<file path="config.mk">
export PLATFORM = sky130hd
export DESIGN_NAME = buffered_dataflow_node
export DESIGN_NICKNAME = d
export VERILOG_FILES = /design/src/rtl/buffered_dataflow_node.sv
export SDC_FILE = /design/constraint.sdc
export NUM_CORES = 1
export LEC_CHECK = 0
export CAP_MARGIN = 30
export CORE_MARGIN = 5
export CORE_UTILIZATION = 53
export DETAILED_ROUTE_END_ITERATION = 16
export GPL_TIMING_DRIVEN = 0
export PLACE_DENSITY = 0.76
export SETUP_SLACK_MARGIN = 0.2
export SLEW_MARGIN = 15
export SYNTH_ARGS = -nofsm -noshare
export SYNTH_HDL_FRONTEND = slang
export SYNTH_SLANG_ARGS = --single-unit
</file>
<file path="constraint.sdc">
create_clock -name clk -period 4.1 [get_ports clk]
set_input_delay 0.82 -clock clk [delete_from_list [all_inputs] [get_ports clk]]
set_output_delay 0.82 -clock clk [all_outputs]
set_load 0.02 [all_outputs]
</file>
<file path="src/rtl/buffered_dataflow_node.sv">
// buffered_dataflow_node: joins INPUT_SIZE operands, applies OP, and fans the result out through per-consumer FIFOs.
module buffered_dataflow_node #(
  parameter int    DATA_WIDTH  = 32,
  parameter int    INPUT_SIZE  = 1,
  parameter int    OUTPUT_SIZE = 1,
  parameter int    DEPTH       = 2,
  parameter string OP          = "pass",
  parameter int    IMMEDIATE   = 0
) (
  input  logic                              clk,
  input  logic                              rst,
  output logic [INPUT_SIZE-1:0]             req_l,
  input  logic [INPUT_SIZE-1:0]             ack_l,
  input  logic [DATA_WIDTH*INPUT_SIZE-1:0]  din,
  input  logic [OUTPUT_SIZE-1:0]            req_r,
  output logic [OUTPUT_SIZE-1:0]            ack_r,
  output logic [DATA_WIDTH*OUTPUT_SIZE-1:0] dout,
  output logic [31:0]                       fire_count,
  output logic                              proto_err
);
  localparam int PW = DEPTH > 1 ? $clog2(DEPTH) : 1;
  localparam int CW = $clog2(DEPTH + 1);
  localparam logic [DATA_WIDTH-1:0] IMM = DATA_WIDTH'(IMMEDIATE);
  logic [INPUT_SIZE-1:0]             has_q, has_d, req_l_q;
  logic [DATA_WIDTH-1:0]             op_q [INPUT_SIZE];
  logic [DATA_WIDTH-1:0]             mem_q [OUTPUT_SIZE][DEPTH];
  logic [PW-1:0]                     wp_q [OUTPUT_SIZE];
  logic [PW-1:0]                     rp_q [OUTPUT_SIZE];
  logic [CW-1:0]                     cnt_q [OUTPUT_SIZE];
  logic [OUTPUT_SIZE-1:0]            ack_r_q, pop, full;
  logic [DATA_WIDTH*OUTPUT_SIZE-1:0] dout_q;
  logic [31:0]                       fire_count_q;
  logic                              proto_err_q, fire;
  logic [DATA_WIDTH-1:0]             res;

  function automatic logic [PW-1:0] nxt(input logic [PW-1:0] p);
    return p == PW'(DEPTH - 1) ? '0 : p + 1'b1;
  endfunction

  always_comb begin
    res = op_q[0];
    for (int i = 1; i < INPUT_SIZE; i++)
      res = OP == "add" ? res + op_q[i] : OP == "sub" ? res - op_q[i] : OP == "mul" ? res * op_q[i] : res;
    res = OP == "addi" ? res + IMM : OP == "subi" ? res - IMM : OP == "muli" ? res * IMM : res;
  end

  // Firing looks only at pre-edge counts, so a same-edge pop never makes room.
  always_comb begin
    pop  = '0;
    full = '0;
    for (int k = 0; k < OUTPUT_SIZE; k++) begin
      pop[k]  = cnt_q[k] != '0 && req_r[k] && !ack_r_q[k];
      full[k] = cnt_q[k] == CW'(DEPTH);
    end
    fire  = &has_q && !(|full);
    has_d = fire ? '0 : has_q | ack_l;
  end

  always_ff @(posedge clk) begin
    if (rst) begin
      has_q        <= '0;
      req_l_q      <= '0;
      ack_r_q      <= '0;
      dout_q       <= '0;
      fire_count_q <= '0;
      proto_err_q  <= 1'b0;
      for (int i = 0; i < INPUT_SIZE; i++) op_q[i] <= '0;
      for (int k = 0; k < OUTPUT_SIZE; k++) begin
        wp_q[k]  <= '0;
        rp_q[k]  <= '0;
        cnt_q[k] <= '0;
        for (int d = 0; d < DEPTH; d++) mem_q[k][d] <= '0;
      end
    end else begin
      has_q        <= has_d;
      req_l_q      <= ~has_d;
      ack_r_q      <= pop;
      fire_count_q <= fire_count_q + 32'(fire);
      proto_err_q  <= proto_err_q | (|(ack_l & has_q));
      for (int i = 0; i < INPUT_SIZE; i++)
        if (ack_l[i] && !has_q[i]) op_q[i] <= din[i*DATA_WIDTH +: DATA_WIDTH];
      for (int k = 0; k < OUTPUT_SIZE; k++) begin
        if (fire) begin
          mem_q[k][wp_q[k]] <= res;
          wp_q[k]           <= nxt(wp_q[k]);
        end
        if (pop[k]) begin
          dout_q[k*DATA_WIDTH +: DATA_WIDTH] <= mem_q[k][rp_q[k]];
          rp_q[k]                            <= nxt(rp_q[k]);
        end
        cnt_q[k] <= cnt_q[k] + CW'(fire) - CW'(pop[k]);
      end
    end
  end

  assign req_l      = req_l_q;
  assign ack_r      = ack_r_q;
  assign dout       = dout_q;
  assign fire_count = fire_count_q;
  assign proto_err  = proto_err_q;
endmodule

</file>
==> results.md <==
* Vias in the first global route at 5,045
* Simple-gate share of the synthesized area at 19.3%
* Type of the most critical hold path: flop to flop
* Die X at 122 um
* Setup violators final at 0
* Starting density of the core at 54.5%
* Async SR Flop Fraction at 0%
* IO buf count at 101
* Fin util at 69.8%
* WHS Path Cells at 2
* Share of cells above drive strength 1 at 4.61%
* Fin area at 0.00846 mm^2
* Clock latency on the worst-skew pair at 420 ps
* Hold path start: mem_q[0][10]$_SDFFE_PP0P_
* I/O Pins at 103
* Worst Setup Start Kind: flop
* Main combinational cell family by area after synthesis: simple AND/OR/NAND/NOR gates
* Compound-Gate Fraction of Synth Area at 9.30%
* Synthesized cell area at 0.00660 mm^2
* CTS Buf Count at 17
* Root Driver: clkbuf_16
* Syn avg cell area at 10.5 um^2
* Endpoints failing hold at 0
* Status: finished, final reports clean
* Placement Setup Slack at 405 ps
* Mux contribution to synthesized area at 4.85%
* Pwr Density at 522 mW/mm^2
* Max Clock Freq at 300 MHz
* Post-CTS Resized at 0
* Largest net degree at the start of global routing at 34
* Final HPWL DP at 10,400 um
* RSZ-0062 raised after global routing: no
* Core area at 0.0121 mm^2
* Synth Net Count at 666
* Post-Place Cells at 896
* Die height at 122 um
* Reg2reg start: cnt_q[0][0]$_SDFF_PP0_
* Initial antenna violation count at 0
* FF/Latch Area at 0.00402 mm^2
* Seq/Total Area, Yosys at 60.9%
* Post-Syn Instances at 626
* Leakage at 3.02 nW
* Area share of fa/ha/maj cells after synthesis at 0.758%
* Post-DRT Antenna Nets at 0
* Overflow after GRT at 0
* Slew Limit Fails at 0
* Ys Warns at 0
* Setup crit end kind: flop
* Ant. Diodes at 0
* Worst-Margin Slew at 859 ps
* Setup TNS at 0 ps
* Fin cells at 928
* Setup CP Type: flop to flop
* Pre-antenna DRT Iters at 6
* Setup WS post-layout at 762 ps
* Clk slew on worst S/H paths at 60 ps
* Commonest non-fill, non-tap cell in the layout: dfxtp_1
* Peak VDD IR at 0.000412 V
* R2r endpoint: fire_count[29]$_SDFF_PP0_
* Worst Reg-to-Reg Cells at 10
* Detailed-route via count at 5,003
* H-tree Lvls at 4
* Worst Skew at 5.10 ps
* Post-synthesis cell type count at 33
* Total track usage at 20.6%
* Setup slack, reg-to-reg at 760 ps
* Initial DRC count at 357
* Min cycle time layout at 3340 ps
* Crit path required time at 4450 ps
* Arr. time, crit path at 3690 ps
* Final wirelength at 14,600 um
* Primary FF master, synth: dfxtp_1
* Detailed-route DRC error count at 0
* Routability cong. at 0.846
* Via/cell ratio at 5.39
* Total die area at 0.0148 mm^2
* CTS Sinks at 168
* CTS tree: done
* Sink of the worst hold path: mem_q[0][10]$_SDFFE_PP0P_
* Crit path max fanout at 12
* CTS Hold Bufs at 0
* Average wire per standard cell at 15.7 um
* Synthesis-stage register bit count at 168
* Post CTS Setup Buffer Count at 0
* Most frequent cells in the layout: dfxtp_1 (102), clkdlybuf4s50_1 (101), nand2_1 (77), edfxtp_1 (66), nor2_1 (50)
* Number of fill cells at 939
* # nets final at 787
* Slew headroom at 42.2%
* First-pass GRT wire length at 23,900 um
* XOR/XNOR Fraction of Synth Area at 1.86%
* Multi-input logic area at 0.00240 mm^2
* Synth-to-Final Area Change at 28.1%
* Maximum root-to-sink buffer count at 2
* Max-cap viol count at 0
* Num rows at 40
* Number of flops mapped to enable cells by yosys at 66
* Placed Area at 0.00787 mm^2
* Final worst path period share at 81.4%
[power by group]
group | switching, mW | internal [mW] | leakage [nW]
registers | 0.0956 | 1.92 | 1.53
clock network | 0.614 | 0.985 | 0.291
logic | 0.449 | 0.345 | 1.20
[final cells by class]
| cell class | count | share of cell area (%) |
|---|---|---|
| clock inverters | 9 | 1.45 |
| multi-input cells | 406 | 28.3 |
| clock buffers | 23 | 5.53 |
| flip-flops and latches | 168 | 47.6 |
| repair buffers | 102 | 12.3 |
| well taps | 168 | 2.49 |
| plain buffers | 43 | 1.94 |
| inverters | 9 | 0.399 |
[logic make-up after synthesis]
kind of cell | count (synthesis)
AO/OA/AOI/OAI | 104
XOR/XNOR | 14
adder cells (fa/ha/maj) | 4
multiplexers | 32
buffers and inverters | 52
flip-flops | 168
AND/OR/NAND/NOR | 252
[registers in the layout, indices dropped and copies added (netlist names)]
signal      cells
op_q           32
req_l           1
rp_q            1
fire_count     32
has_q           1
proto_err       1
mem_q          64
cnt_q           2
dout           32
ack_r           1
wp_q            1
[routing by layer]
| layer | track usage (%) | vias up | share of wire (%) |
|---|---|---|---|
| met3 | 3.85 | 29 | 5.5 |
| met1 | 23.4 | 2371 | 40 |
| li1 | - | 2452 | - |
| met5 | 0 | - | 0 |
| met2 | 37.7 | 151 | 52 |
| met4 | 8.61 | 0 | 2.2 |
[worst max path at each step]
stage / cells after the start / to / slack [ps] / startpoint
2_1_floorplan: 3 / mem_q[0][32]$_SDFFCE_PP0P_ / 790 / cnt_q[0][0]$_SDFF_PP0_
3_3_place_gp: 3 / mem_q[0][46]$_SDFFCE_PP0P_ / -410 / cnt_q[0][0]$_SDFF_PP0_
3_5_place_dp: 10 / cnt_q[0][1]$_SDFF_PP0_ / 400 / req_r
4_1_cts: 10 / fire_count[29]$_SDFF_PP0_ / 770 / cnt_q[0][0]$_SDFF_PP0_
5_1_grt: 10 / fire_count[26]$_SDFF_PP0_ / 560 / cnt_q[0][0]$_SDFF_PP0_
6_report: 10 / fire_count[29]$_SDFF_PP0_ / 760 / cnt_q[0][0]$_SDFF_PP0_
[critical path: stages, from the launching register on]
cell	delay [ps]
dfxtp_1	340
nand2b_1	160
nand2_1	150
inv_1	200
clkbuf_1	450
ha_1	310
nand4_2	200
or4_1	580
buf_2	190
or4_1	500
a21oi_1	170
[cell usage after synthesis, types with 4 or more instances]
library cell | number | share of area [%]
inv_1 | 9 | 0.51
nand3_1 | 10 | 0.76
nor3_1 | 5 | 0.38
nor2_1 | 50 | 2.8
o31ai_1 | 5 | 0.57
and2_1 | 34 | 3.2
mux2i_1 | 32 | 4.9
and3_1 | 32 | 3.0
o21ai_0 | 18 | 1.4
dfxtp_1 | 102 | 31
edfxtp_1 | 66 | 30
xor2_1 | 5 | 0.66
xnor2_1 | 9 | 1.2
or4_1 | 8 | 0.91
or3_1 | 9 | 0.85
and4_1 | 5 | 0.66
a211oi_1 | 32 | 3.6
nand2_1 | 78 | 4.4
a21oi_1 | 48 | 3.6
ha_1 | 4 | 0.76
clkbuf_1 | 39 | 2.2
nand4_1 | 7 | 0.66
[through the flow]
step	hold slack (ps)	power [mW]
finish	453	4.41
detailed placement	448	2.85
global placement	443	2.82
floorplan	435	2.50
global route	474	4.59
CTS	455	4.44
Note: power is estimated with default switching activity, not from simulation.
==> RTL edit 1, RTL diff (same flow settings) <==
Set the parameter `DEPTH` to 1 (it was 2).
--- a/src/rtl/buffered_dataflow_node.sv
+++ b/src/rtl/buffered_dataflow_node.sv
@@ -5,3 +5,3 @@
   parameter int    OUTPUT_SIZE = 1,
-  parameter int    DEPTH       = 2,
+  parameter int    DEPTH       = 1,
   parameter string OP          = "pass",
Check against the original RTL: not equivalent (a bounded check fails within 10 cycles, from zero or initial values and one cycle with rst high).
==> RTL edit 1 against the unedited design <==
Setup slack improved by 0.85 ns; hold slack better by 0.0025 ns; register-to-register slack gained 0.96 ns; sequential cell count decreased by 35; synthesized area fell by 23%; routed wire length shrank 33%; critical path type is now flop to output pin; utilization rose by 3.7 points; sequential share of layout area grew 0.57 points; final area shrank 19%; critical endpoint is now fire_count[21].
Power is not compared: it rests on default switching activity, and its combinational part moved more than twofold at a synthesized area within 25%.
==> RTL edit 1: results (changes against the unedited design) <==
max_slew.worst_pin.slew_ns: 0.7570  # -0.1022 ns
dr.first_iter.drc_count: 140  # -61%
critPathSlowestCell: "clkdlybuf4s50_1"
netlist_top_cells_area: "edfxtp_1, dfxtp_1, and2_1, a22o_1, a21oi_1"
p_int_uw: 2374
antenna_cells: 0  # unchanged
syn2layout_area_growth_pct: 34.55
drtPass1Iterations: 4  # -2
ys_seq_area_share_pct: 64.79  # +3.9 points
grt_max_degree: 33  # -2.9%
synthAdderAreaFrac_pct: 0.7362  # -0.022 points
maxCapViolCount: 0  # unchanged
drive_above_1_share_pct: 10.31  # +5.7 points
r2r_end: "fire_count[28]"
met3_usage_pct: 5.791  # +1.9 points
crit_family: "buffers and inverters"
synthTopCellsByCount: "dfxtp_1, and2_1, edfxtp_1"
ys_async_sr_fraction_pct: 0  # unchanged
wl_met1_mm: 3.995  # -32%
fin_nets: 569  # -28%
synth_compound_area_share_pct: 9.374  # +0.071 points
synth_mux_area_share_pct: 0.8834  # -4.0 points
clk_pin_slew_ns: 0.06  # about the same
stdcell_count: 672  # -28%
grt_usage_pct: 17.77  # -2.8 points
cts_root_buf: "clkbuf_8"
rr_worst_depth: 8  # -2
finClkSkew_ns: 0.009021  # +0.003919 ns
wl_met2_mm: 5.041  # -33%
synth-xor-area-share_pct: 1.718  # -0.14 points
synth_edf_count: 64  # -3.0%
post_drt_via_cell_ratio: 5.161  # -4.3%
dp_hpwl_mm: 7.159  # -31%
min_delay_worst_endpoint: "dout[28]"
rrSetupSlack_ns: 1.72  # +0.96 ns
dpl_cell_area_sq_mm: 0.006276  # -20%
gr-usage-met2_pct: 31.31  # -6.3 points
preCtsSetupSlack_ns: 1.424  # +1.019 ns
critPathMaxFanout: 6  # -6
num-fill-cells: 671  # -29%
powerDensity_mw_per_mm2: 445.2
worstSkewPairLatency_ns: 0.51  # +0.09 ns
wl_met3_um: 621  # -22%
syn_nets: 449  # -33%
gp_congestion: 0.8360  # -1.2%
status: "completed"
use_met1_pct: 19.94  # -3.5 points
reg2reg_from: "cnt_q[0]"
yosysUniqueCellTypes: 37  # +12%
syn_inst: 410  # -35%
hp-start: "mem_q[0][28]"
hold-path-cell-count: 1  # -1
arrival_ns: 1.67  # -2.02 ns
max_stage_delay_ns: 0.67  # +0.09 ns
grt_pass1_vias: 3404  # -33%
grt_pass1_wl_mm: 16.08  # -33%
holdWs_ns: 0.4559  # +0.002543 ns
dp_cells: 640  # -29%
detail_route.wl_per_cell_um: 14.61  # -6.9%
-- RTL edit 1: changes by cell type in the layout (fill, tap and decap cells not counted), sizes merged, moves of 32 or more --
cell,change
dfxtp,-33
a211oi,-32
and2,+33
mux2i,-32
nand2,-62
a22o,+32
-- RTL edit 1: cell type report --
type / count / share of cell area, %
repair buffers: 101 / 14.74
plain buffers: 22 / 1.587
clock buffers: 21 / 7.022
flip-flops and latches: 133 / 48.15
inverters: 4 / 0.2189
well taps: 129 / 2.353
clock inverters: 11 / 1.496
multi-input cells: 251 / 24.44
-- RTL edit 1: worst max path at each step --
stage	from	endpoint	slack, ns	cells past startpoint
finish	fire_count[21]	fire_count[21]	1.61	1
CTS	fire_count[21]	fire_count[21]	1.59	1
floorplan	rst	mem_q[0][0]	1.47	3
global route	has_q	fire_count[28]	1.52	8
detailed placement	rst	mem_q[0][12]	1.42	3
global placement	rst	mem_q[0][13]	0.97	3
==> RTL edit 2, RTL diff (same settings) <==
Made on the original files. Reset style: asynchronous (`rst`), changed in one clocked block.
--- a/src/rtl/buffered_dataflow_node.sv
+++ b/src/rtl/buffered_dataflow_node.sv
@@ -58,3 +58,3 @@
 
-  always_ff @(posedge clk) begin
+  always_ff @(posedge clk or posedge rst) begin
     if (rst) begin
Function: differs if rst is asserted again (counterexample within 4 cycles, from zero or initial values and one cycle with rst high); with rst held inactive, the same outputs for 10 cycles.
==> RTL edit 2 against the unedited design <==
Final area up 2.2%; routed wire length shrank 6.4%; via count down 14%; setup slack improved by 0.28 ns; sequential cell count stayed put; utilization down 1.1 points; synthesized cell count shrank 20%; register-to-register slack better by 0.58 ns; critical endpoint is now cnt_q[1]; highest routed layer unchanged; critical path depth stayed put; synthesized area grew 2.7%.
Power is not compared: it rests on default switching activity, and its combinational part moved more than twofold at a synthesized area within 25%.
==> RTL edit 2: results (changes against the unedited design) <==
status: "completed"
yosysUniqueCellTypes: 31  # -6.1%
syn_nets: 539  # -19%
grt_usage_pct: 19.64  # -0.91 points
dpl_cell_area_sq_mm: 0.008124  # +3.3%
synthAdderAreaFrac_pct: 0.9222  # +0.16 points
max_slew.worst_pin.slew_ns: 0.6118  # -0.2474 ns
grt_pass1_wl_mm: 22.99  # -4.0%
max_stage_delay_ns: 0.48  # -0.10 ns
netlist_top_cells_area: "dfrtp_1, mux2_2, mux2i_1, xnor2_1, o21ai_0"
synth_mux_area_share_pct: 20.66  # +16 points
grt_max_degree: 36  # +5.9%
maxCapViolCount: 0  # unchanged
top_register: "mem_q"
dr.first_iter.drc_count: 199  # -44%
cts_root_buf: "clkbuf_16"
p_leak_uw: 0.003774
critPathMaxFanout: 10  # -2
largest_reg_flops: 64  # unchanged
wl_mm: 13.63  # -6.4%
preCtsSetupSlack_ns: 0.6987  # +0.2937 ns
synthTopCellsByCount: "dfrtp_1, mux2_2, nand2_1"
synthFlopType: "dfrtp_1"
gp_congestion: 0.7516  # -11%
ys_async_sr_fraction_pct: 100.0  # +100 points
drive_above_1_share_pct: 22.40  # +18 points
drtPass1Iterations: 4  # -2
arrival_ns: 3.39  # -0.30 ns
vias: 4278  # -14%
clockBufferDepth: 2  # unchanged
dp_hpwl_mm: 9.760  # -5.8%
synth_compound_area_share_pct: 2.767  # -6.5 points
synth-xor-area-share_pct: 4.390  # +2.5 points
cts_resized: 0  # unchanged
antenna_found_initial: 0  # unchanged
critPathSlowestCell: "clkbuf_1"
cts_buffers: 17  # unchanged
min_path_type: "flop to flop"
grt_pass1_vias: 4547  # -9.9%
yosys_warnings: 0  # unchanged
fin_nets: 665  # -16%
finClkSkew_ns: 0.005310  # +0.0002080 ns
num-fill-cells: 949  # +1.1%
io_buffers: 102  # +0.99%
cts_htree_levels: 4  # unchanged
ys_seq_area_share_pct: 61.97  # +1.0 points
clk_pin_slew_ns: 0.06  # about the same
worstSkewPairLatency_ns: 0.41
p_switching_uw: 2088
RTL edit 2: cell families (layout without fill, tap and decap cells):
family | after synthesis | in the layout
AO/OA/AOI/OAI | 36 | 36
XOR/XNOR | 34 | 34
adder cells (fa/ha/maj) | 5 | 5
buffers and inverters | 35 | 171
flip-flops | 168 | 168
multiplexers | 128 | 128
AND/OR/NAND/NOR | 92 | 92
RTL edit 2: critical path, delay by kind of cell:
kind / cells / cell delay (ns)
AO/OA/AOI/OAI: 1 / 0.18
XOR/XNOR: 2 / 0.38
adder cells (fa/ha/maj): 2 / 0.49
buffers and inverters: 5 / 1.50
RTL edit 2: metrics by stage:
stage | power (uW) | TNS [ns] | utilization, % | cells
2_1_floorplan | 4327 | 0 | - | 498
3_3_place_gp | 5052 | -15.23 | 63.84 | 772
3_5_place_dp | 5197 | 0 | 64.64 | 777
4_1_cts | 6626 | 0 | 68.75 | 806
5_1_grt | 6973 | 0 | 68.75 | 806
6_report | 6546 | 0 | 68.75 | 806
RTL edit 2: worst paths after layout:
check | startpoint | to | slack, ns | depth (start not counted)
worst max-delay path | req_r | cnt_q[1] | 1.04 | 10
worst min-delay path | dout[23] | dout[23] | 0.48 | 2
worst max register to register | cnt_q[1] | cnt_q[1] | 1.34 | 9
worst min register to register | dout[23] | dout[23] | 0.48 | 2
max in group asynchronous | rst | op_q[19] | 2.31 | 5
min in group asynchronous | rst | dout[3] | 0.82 | 2
RTL edit 2: layout make-up:
class	instances	area, sq um	share of cell area, %
flip-flops and latches	168	4204	48.65
multi-input cells	295	2421	28.02
repair buffers	107	1121	12.97
clock buffers	26	499.2	5.778
well taps	172	215.2	2.491
plain buffers	24	117.6	1.361
inverters	11	45.04	0.5213
clock inverters	3	17.52	0.2027
RTL edit 2: per-layer routing:
| metal | track usage [%] | vias to the layer above | part of all wire [%] |
|---|---|---|---|
| li1 | - | 1987 | - |
| met1 | 25.12 | 2185 | 43 |
| met2 | 32.62 | 91 | 51 |
| met3 | 5.947 | 15 | 5.0 |
| met4 | 5.536 | 0 | 0.95 |
| met5 | 0 | - | 0 |
RTL edit 2: power by group through the flow:
stage,registers [uW],clock network [uW],logic (uW)
detailed placement,2840,0,2350
CTS,2830,1430,2370
floorplan,2950,0,1380
global route,2920,1510,2540
finish,2820,1400,2330
global placement,2790,0,2260
